$ cat src/rtl/uart_pkg.sv
// Shared types and parameter-legality helpers for the UART transmit/receive blocks.
package uart_pkg;

    typedef enum logic [1:0] {
        PAR_NONE = 2'b00,
        PAR_EVEN = 2'b01,
        PAR_ODD  = 2'b10
    } parity_e;

    typedef enum logic [2:0] {
        StIdle,
        StStart,
        StData,
        StParity,
        StStop
    } tx_state_e;

    function automatic bit fifo_depth_ok(input int unsigned depth);
        return (depth >= 2) && ((depth & (depth - 1)) == 0);
    endfunction

    function automatic bit framer_params_ok(input int unsigned data_bits,
                                            input int unsigned oversample,
                                            input int unsigned fifo_depth);
        return (data_bits >= 5) && (data_bits <= 9) && (oversample >= 2) &&
               fifo_depth_ok(fifo_depth);
    endfunction

endpackage

$ cat src/rtl/uart_sync_fifo.sv
// Synchronous FIFO with flop-based storage; read data is the head entry, so a word
// written in one cycle is first visible on rd_data in the next.
module uart_sync_fifo
    import uart_pkg::*;
#(
    parameter int unsigned WIDTH = 8,
    parameter int unsigned DEPTH = 8
) (
    input  logic                     clk,
    input  logic                     rst,
    input  logic                     wr_en,
    input  logic [WIDTH-1:0]         wr_data,
    output logic                     full,
    input  logic                     rd_en,
    output logic [WIDTH-1:0]         rd_data,
    output logic                     empty,
    output logic [$clog2(DEPTH):0]   level
);

    localparam int unsigned AW = $clog2(DEPTH);

    if (!fifo_depth_ok(DEPTH)) begin : g_bad_depth
        $error("uart_sync_fifo: DEPTH must be a power of two and >= 2");
    end

    logic [AW:0]      wr_ptr_q;
    logic [AW:0]      rd_ptr_q;
    logic [WIDTH-1:0] mem_q [DEPTH];
    logic             push;
    logic             pop;

    assign level   = wr_ptr_q - rd_ptr_q;
    assign empty   = (level == '0);
    assign full    = (level == (AW + 1)'(DEPTH));
    assign push    = wr_en && !full;
    assign pop     = rd_en && !empty;
    assign rd_data = mem_q[rd_ptr_q[AW-1:0]];

    always_ff @(posedge clk) begin
        if (rst) begin
            wr_ptr_q <= '0;
            rd_ptr_q <= '0;
        end else begin
            if (push) wr_ptr_q <= wr_ptr_q + (AW + 1)'(1);
            if (pop)  rd_ptr_q <= rd_ptr_q + (AW + 1)'(1);
        end
    end

    always_ff @(posedge clk) begin
        if (!rst && push) mem_q[wr_ptr_q[AW-1:0]] <= wr_data;
    end

endmodule

$ cat src/rtl/uart_tx_framer.sv
// UART transmitter: buffers host words in a FIFO and serialises them LSB-first with
// optional parity and one or two stop bits, frames back-to-back.
module uart_tx_framer
    import uart_pkg::*;
#(
    parameter int unsigned DATA_BITS  = 8,
    parameter int unsigned OVERSAMPLE = 16,
    parameter int unsigned FIFO_DEPTH = 8
) (
    input  logic                          clk,
    input  logic                          rst,
    input  logic                          tick,
    input  logic                          s_valid,
    output logic                          s_ready,
    input  logic [DATA_BITS-1:0]          s_data,
    input  logic [1:0]                    cfg_parity,
    input  logic                          cfg_two_stop,
    output logic                          tx,
    output logic                          busy,
    output logic                          frame_done,
    output logic [$clog2(FIFO_DEPTH):0]   fifo_level
);

    localparam int unsigned TickW = $clog2(2 * OVERSAMPLE);
    localparam int unsigned BitW  = $clog2(DATA_BITS);
    localparam logic [TickW-1:0] LastTick1 = TickW'(OVERSAMPLE - 1);
    localparam logic [TickW-1:0] LastTick2 = TickW'(2 * OVERSAMPLE - 1);
    localparam logic [BitW-1:0]  LastBit   = BitW'(DATA_BITS - 1);

    if (!framer_params_ok(DATA_BITS, OVERSAMPLE, FIFO_DEPTH)) begin : g_bad_params
        $error("uart_tx_framer: illegal DATA_BITS, OVERSAMPLE or FIFO_DEPTH");
    end

    tx_state_e            state_q, state_d;
    logic [TickW-1:0]     tick_cnt_q, tick_cnt_d;
    logic [BitW-1:0]      bit_cnt_q, bit_cnt_d;
    logic [DATA_BITS-1:0] shift_q, shift_d;
    logic                 par_en_q, par_en_d;
    logic                 par_bit_q, par_bit_d;
    logic                 two_stop_q, two_stop_d;
    logic                 tx_q, tx_d;
    logic                 done_q, done_d;

    logic                 fifo_full;
    logic                 fifo_empty;
    logic [DATA_BITS-1:0] fifo_rd_data;
    logic                 pop;
    logic                 start_frame;
    logic                 bit_last;

    assign s_ready = !fifo_full && !rst;

    uart_sync_fifo #(
        .WIDTH (DATA_BITS),
        .DEPTH (FIFO_DEPTH)
    ) u_fifo (
        .clk     (clk),
        .rst     (rst),
        .wr_en   (s_valid && s_ready),
        .wr_data (s_data),
        .full    (fifo_full),
        .rd_en   (pop),
        .rd_data (fifo_rd_data),
        .empty   (fifo_empty),
        .level   (fifo_level)
    );

    assign bit_last = (tick_cnt_q == LastTick1);

    always_comb begin
        state_d     = state_q;
        tick_cnt_d  = tick_cnt_q;
        bit_cnt_d   = bit_cnt_q;
        shift_d     = shift_q;
        par_en_d    = par_en_q;
        par_bit_d   = par_bit_q;
        two_stop_d  = two_stop_q;
        tx_d        = tx_q;
        done_d      = 1'b0;
        start_frame = 1'b0;

        if (tick) begin
            unique case (state_q)
                StIdle: begin
                    start_frame = !fifo_empty;
                end
                StStart: begin
                    if (bit_last) begin
                        state_d    = StData;
                        tick_cnt_d = '0;
                        bit_cnt_d  = '0;
                        tx_d       = shift_q[0];
                    end else begin
                        tick_cnt_d = tick_cnt_q + TickW'(1);
                    end
                end
                StData: begin
                    if (bit_last) begin
                        tick_cnt_d = '0;
                        if (bit_cnt_q == LastBit) begin
                            state_d = par_en_q ? StParity : StStop;
                            tx_d    = par_en_q ? par_bit_q : 1'b1;
                        end else begin
                            bit_cnt_d = bit_cnt_q + BitW'(1);
                            shift_d   = shift_q >> 1;
                            tx_d      = shift_q[1];
                        end
                    end else begin
                        tick_cnt_d = tick_cnt_q + TickW'(1);
                    end
                end
                StParity: begin
                    if (bit_last) begin
                        state_d    = StStop;
                        tick_cnt_d = '0;
                        tx_d       = 1'b1;
                    end else begin
                        tick_cnt_d = tick_cnt_q + TickW'(1);
                    end
                end
                StStop: begin
                    if (tick_cnt_q == (two_stop_q ? LastTick2 : LastTick1)) begin
                        done_d      = 1'b1;
                        tick_cnt_d  = '0;
                        start_frame = !fifo_empty;
                        if (fifo_empty) state_d = StIdle;
                    end else begin
                        tick_cnt_d = tick_cnt_q + TickW'(1);
                    end
                end
                default: begin
                    state_d = StIdle;
                    tx_d    = 1'b1;
                end
            endcase
        end

        // Frame start is shared by IDLE and the back-to-back path out of STOP.
        if (start_frame) begin
            state_d    = StStart;
            tick_cnt_d = '0;
            shift_d    = fifo_rd_data;
            par_en_d   = (cfg_parity == PAR_EVEN) || (cfg_parity == PAR_ODD);
            par_bit_d  = (^fifo_rd_data) ^ (cfg_parity == PAR_ODD);
            two_stop_d = cfg_two_stop;
            tx_d       = 1'b0;
        end
    end

    assign pop = start_frame;

    always_ff @(posedge clk) begin
        if (rst) begin
            state_q    <= StIdle;
            tick_cnt_q <= '0;
            bit_cnt_q  <= '0;
            shift_q    <= '0;
            par_en_q   <= 1'b0;
            par_bit_q  <= 1'b0;
            two_stop_q <= 1'b0;
            tx_q       <= 1'b1;
            done_q     <= 1'b0;
        end else begin
            state_q    <= state_d;
            tick_cnt_q <= tick_cnt_d;
            bit_cnt_q  <= bit_cnt_d;
            shift_q    <= shift_d;
            par_en_q   <= par_en_d;
            par_bit_q  <= par_bit_d;
            two_stop_q <= two_stop_d;
            tx_q       <= tx_d;
            done_q     <= done_d;
        end
    end

    assign tx         = tx_q;
    assign frame_done = done_q;
    assign busy       = (state_q != StIdle);

endmodule

$ cat config.mk
export PLATFORM = sky130hd
export DESIGN_NAME = uart_tx_framer
export DESIGN_NICKNAME = d
export VERILOG_FILES = /design/src/rtl/uart_pkg.sv /design/src/rtl/uart_sync_fifo.sv /design/src/rtl/uart_tx_framer.sv
export SDC_FILE = /design/constraint.sdc
export NUM_CORES = 1
export LEC_CHECK = 0
export BUFFER_PORTS_ARGS = -buffer_cell sky130_fd_sc_hd__buf_2
export CORE_UTILIZATION = 60
export DETAILED_ROUTE_END_ITERATION = 7
export PLACE_DENSITY = 0.78
export SETUP_SLACK_MARGIN = 0.4
export SYNTH_ARGS = -nofsm -noshare
export SYNTH_HDL_FRONTEND = slang
export SYNTH_SLANG_ARGS = --single-unit
$ cat constraint.sdc
create_clock -name clk -period 3.6 [get_ports clk]
set_input_delay 0.72 -clock clk [delete_from_list [all_inputs] [get_ports clk]]
set_output_delay 0.72 -clock clk [all_outputs]
set_load 0.02 [all_outputs]
==> qor_table.md <==
| Quantity | This run | Unit |
| --- | --- | --- |
| Number of enable-type register cells in the synthesized netlist | 64 | - |
| Hold-critical path depth | 2 | - |
| Commonest non-fill, non-tap cell in the layout | sky130_fd_sc_hd__edfxtp_1 | - |
| Total Die Area | 7560 | um^2 |
| Data arrival at the endpoint of the critical path | 3.14 | ns |
| Number of optimization iterations in the first detailed-route pass | 4 | - |
| Clock transition at the registers of the reported paths | 0.10 | ns |
| Final max-slew violation count | 0 | - |
| Routed vias/inst | 5.76 | - |
| Syn_area_per_cell | 13.7 | um^2 |
| H-tree depth | 3 | - |
| Largest net degree at the start of global routing | 29 | - |
| Overall via count from detail_route | 2592 | - |
| Sequential cell area fraction in the yosys report | 60.6 | % |
| Status | finished, final reports clean | - |
| Total of buffers placed on input and output ports | 22 | - |
| Drc violations | 0 | - |
| Share of final-layout standard cells stronger than drive strength 1 | 19.8 | % |
| Normalized max-slew margin | 46.8 | % |
| Reg2Reg Setup Slack | 0.55 | ns |
| Startpoint-to-endpoint class of the critical path | flip-flop to flip-flop | - |
| Total clock buffers created by CTS | 9 | - |
| Cell variety after synth | 48 | - |
| Signed area change from the synthesized netlist to the final layout | 10.3 | % |
| Area of the mapped netlist | 4330 | um^2 |
| Crit path required time | 3.69 | ns |
| Core Rows | 30 | - |
| Clock tree from TritonCTS | yes | - |
| Number of global-route vias before repair | 2558 | - |
| CTS sink cnt | 99 | - |
| Overflow left after global routing | 0 | - |
| PwrDens | 657 | nW/um^2 |
| Global-route wire length before repair | 12500 | um |
| Leakage power | 0.00170 | uW |
| Number of antenna violations at the first check in global routing | 0 | - |
| End point of the most critical hold path | bit_cnt_q[2]$_SDFFE_PP0P_ | - |
| Worst-Skew Late Latency | 0.37 | ns |
| Drt first-iter violations | 127 | - |
| Half-perimeter wire length after placement | 5340 | um |
| Pin slew with the least headroom to its limit | 0.793 | ns |
| Initial Utilization | 63.0 | % |
| Max frequency | 0.328 | GHz |
| Horizontal die dimension | 86.9 | um |
| Synthesized Nets | 343 | - |
| Total number of nets in the final design | 376 | - |
| Residual antenna-violating net count after detailed routing | 0 | - |
| Wire length per cell after detailed routing | 17.2 | um |
| Clock tree skew after final layout | 0.00697 | ns |
| Number of instances in the synthesized netlist | 316 | - |
| Classification of the worst-slack hold path | flip-flop to flip-flop | - |
| Share of flip-flops with an asynchronous set or reset | 0 | % |
| Fin Setup TNS | 0 | ns |
| Flip-flop and latch count after synthesis | 99 | - |
| Die boundary height | 86.9 | um |
| Number of hold violations in the final report | 0 | - |
| Top library cells by usage in the layout, fill and taps aside | sky130_fd_sc_hd__edfxtp_1 (64), sky130_fd_sc_hd__nor2_1 (40), sky130_fd_sc_hd__dfxtp_1 (35), sky130_fd_sc_hd__buf_2 (22), sky130_fd_sc_hd__nand2_1 (19) | - |
| Start point of the worst hold path | bit_cnt_q[2]$_SDFFE_PP0P_ | - |
| Area of the core | 6870 | um^2 |
| Total detailed-routing wirelength | 7730 | um |
| Global placement routability congestion | 0.879 | - |
| Max VDD drop | 0.341 | mV |
| Worst setup slack before clock tree synthesis | 0.518 | ns |
| Yosys warning total | 0 | - |
| Maximum clock path buffer count | 2 | - |
| Final setup violation count | 0 | - |
| Reg-to-Reg End | u_fifo.mem_q[5][0]$_DFFE_PP_ | - |
| Startpoint of the worst register-to-register path | u_fifo.wr_ptr_q[1]$_SDFFE_PP0P_ | - |
| Max-capacitance violation count | 0 | - |
| Depth of the most critical reg-to-reg path | 8 | - |
| Number of I/O pins | 23 | - |
| Main synth FF type | sky130_fd_sc_hd__edfxtp_1 | - |
| Post-CTS Setup Repair Bufs | 0 | - |
| Number of diodes | 0 | - |
| Startpoint types | flip-flop | - |
| Clock root cell | sky130_fd_sc_hd__clkbuf_8 | - |
| Total Power Consumption | 3140 | uW |
| Unrepaired setup endpoints after global routing | yes | - |
| CP endpoint kind | flip-flop | - |
| Final period utilization | 84.6 | % |
| Fill count | 477 | - |
| Min cycle time layout | 3.05 | ns |
| Total track usage | 23.2 | % |
| Critical-path maximum fanout | 9 | - |
| Setup WS post-layout | 0.554 | ns |
==> Yosys cell counts (5+ instances only) <==
master / instances / area share [%]
sky130_fd_sc_hd__mux4_2: 7 / 3.6
sky130_fd_sc_hd__nand2_1: 19 / 1.6
sky130_fd_sc_hd__nor2b_1: 5 / 0.72
sky130_fd_sc_hd__ha_1: 11 / 3.2
sky130_fd_sc_hd__inv_1: 11 / 0.95
sky130_fd_sc_hd__clkbuf_1: 6 / 0.52
sky130_fd_sc_hd__mux2_2: 6 / 1.6
sky130_fd_sc_hd__xnor2_1: 8 / 1.6
sky130_fd_sc_hd__a222oi_1: 5 / 1.2
sky130_fd_sc_hd__xor2_1: 6 / 1.2
sky130_fd_sc_hd__a21oi_1: 11 / 1.3
sky130_fd_sc_hd__mux2i_1: 5 / 1.2
sky130_fd_sc_hd__nor3_1: 6 / 0.69
sky130_fd_sc_hd__mux4_1: 9 / 5.5
sky130_fd_sc_hd__edfxtp_1: 64 / 44
sky130_fd_sc_hd__o21ai_1: 5 / 0.58
sky130_fd_sc_hd__nand2b_1: 5 / 0.72
sky130_fd_sc_hd__dfxtp_1: 35 / 16
sky130_fd_sc_hd__nor2_1: 41 / 3.6
==> report_power, final <==
part / total (uW) / leakage, uW / internal (uW) / switching (uW)
clock network: 643 / 0.0000868 / 256 / 388
registers: 1420 / 0.000863 / 1320 / 104
logic: 1070 / 0.000748 / 514 / 557
==> sequential cells by signal, summed over array words and instances (netlist names), named ones only <==
signal           flops
par_bit_q            1
tx                   1
par_en_q             1
frame_done           1
u_fifo.wr_ptr_q      4
u_fifo.rd_ptr_q      4
tick_cnt_q           5
bit_cnt_q            3
u_fifo.mem_q        64
shift_q              8
state_q              3
two_stop_q           1
==> cell families (layout without fill, tap and decap cells) <==
group	after synthesis	after routing	synth area share, %
AND/OR/NAND/NOR	93	93	10.1
multiplexers	27	27	11.8
XOR/XNOR	17	17	4.28
AO/OA/AOI/OAI	42	42	6.71
adder cells (fa/ha/maj)	12	12	3.64
flip-flops	99	99	60.6
buffers and inverters	26	64	2.83
==> routing by layer <==
| metal | vias to the layer above | global-route usage, % | wire (um) |
|---|---|---|---|
| li1 | 1258 | - | - |
| met1 | 1262 | 29.0 | 3410 |
| met2 | 57 | 39.0 | 3820 |
| met3 | 15 | 5.31 | 329 |
| met4 | 0 | 9.85 | 165 |
| met5 | - | 0 | 0 |
==> critical path, cell delays in order (launching register included) <==
cell and delay (ns):
sky130_fd_sc_hd__dfxtp_1 0.54, sky130_fd_sc_hd__ha_1 0.30, sky130_fd_sc_hd__nor2b_1 0.13, sky130_fd_sc_hd__o21a_1 0.20
sky130_fd_sc_hd__or3_1 0.36, sky130_fd_sc_hd__a311oi_2 0.48, sky130_fd_sc_hd__nand2_1 0.27, sky130_fd_sc_hd__nor2_2 0.29
sky130_fd_sc_hd__buf_4 0.20
==> per-stage QoR <==
step	utilization (%)	hold slack, ns	instances	cell area (um^2)
floorplan	-	0.450	316	4330
global placement	66.8	0.458	434	4590
detailed placement	66.8	0.467	434	4590
CTS	69.4	0.480	450	4770
global route	69.5	0.510	450	4770
finish	69.5	0.483	450	4770
==> timing repair <==
| action | 4_1_cts | 5_1_grt |
|---|---|---|
| hold buffers | 0 | 0 |
| resized for setup | 0 | 2 |
| setup endpoints to repair | 0 | 6 |
==> how the worst max path moves through the flow <==
| stage | start | endpoint | slack [ns] |
|---|---|---|---|
| after floorplan | u_fifo.wr_ptr_q[0]$_SDFFE_PP0P_ | u_fifo.mem_q[0][0]$_DFFE_PP_ | 0.40 |
| after global placement | u_fifo.wr_ptr_q[1]$_SDFFE_PP0P_ | u_fifo.mem_q[5][0]$_DFFE_PP_ | 0.60 |
| after detailed placement | u_fifo.wr_ptr_q[1]$_SDFFE_PP0P_ | u_fifo.mem_q[5][0]$_DFFE_PP_ | 0.52 |
| after CTS | u_fifo.wr_ptr_q[0]$_SDFFE_PP0P_ | s_ready | 0.41 |
| after global routing | u_fifo.wr_ptr_q[0]$_SDFFE_PP0P_ | s_ready | 0.40 |
| final | u_fifo.wr_ptr_q[1]$_SDFFE_PP0P_ | u_fifo.mem_q[5][0]$_DFFE_PP_ | 0.55 |
==> area by class of cell <==
| cell class | instances | area [um^2] | share of cell area [%] |
|---|---|---|---|
| multi-input cells | 191 | 1600 | 33.6 |
| clock inverters | 7 | 52.6 | 1.10 |
| flip-flops and latches | 99 | 2620 | 54.9 |
| repair buffers | 34 | 200 | 4.19 |
| well taps | 96 | 120 | 2.52 |
| inverters | 14 | 52.6 | 1.10 |
| clock buffers | 9 | 124 | 2.60 |
Power figures use the tool's default switching activity.
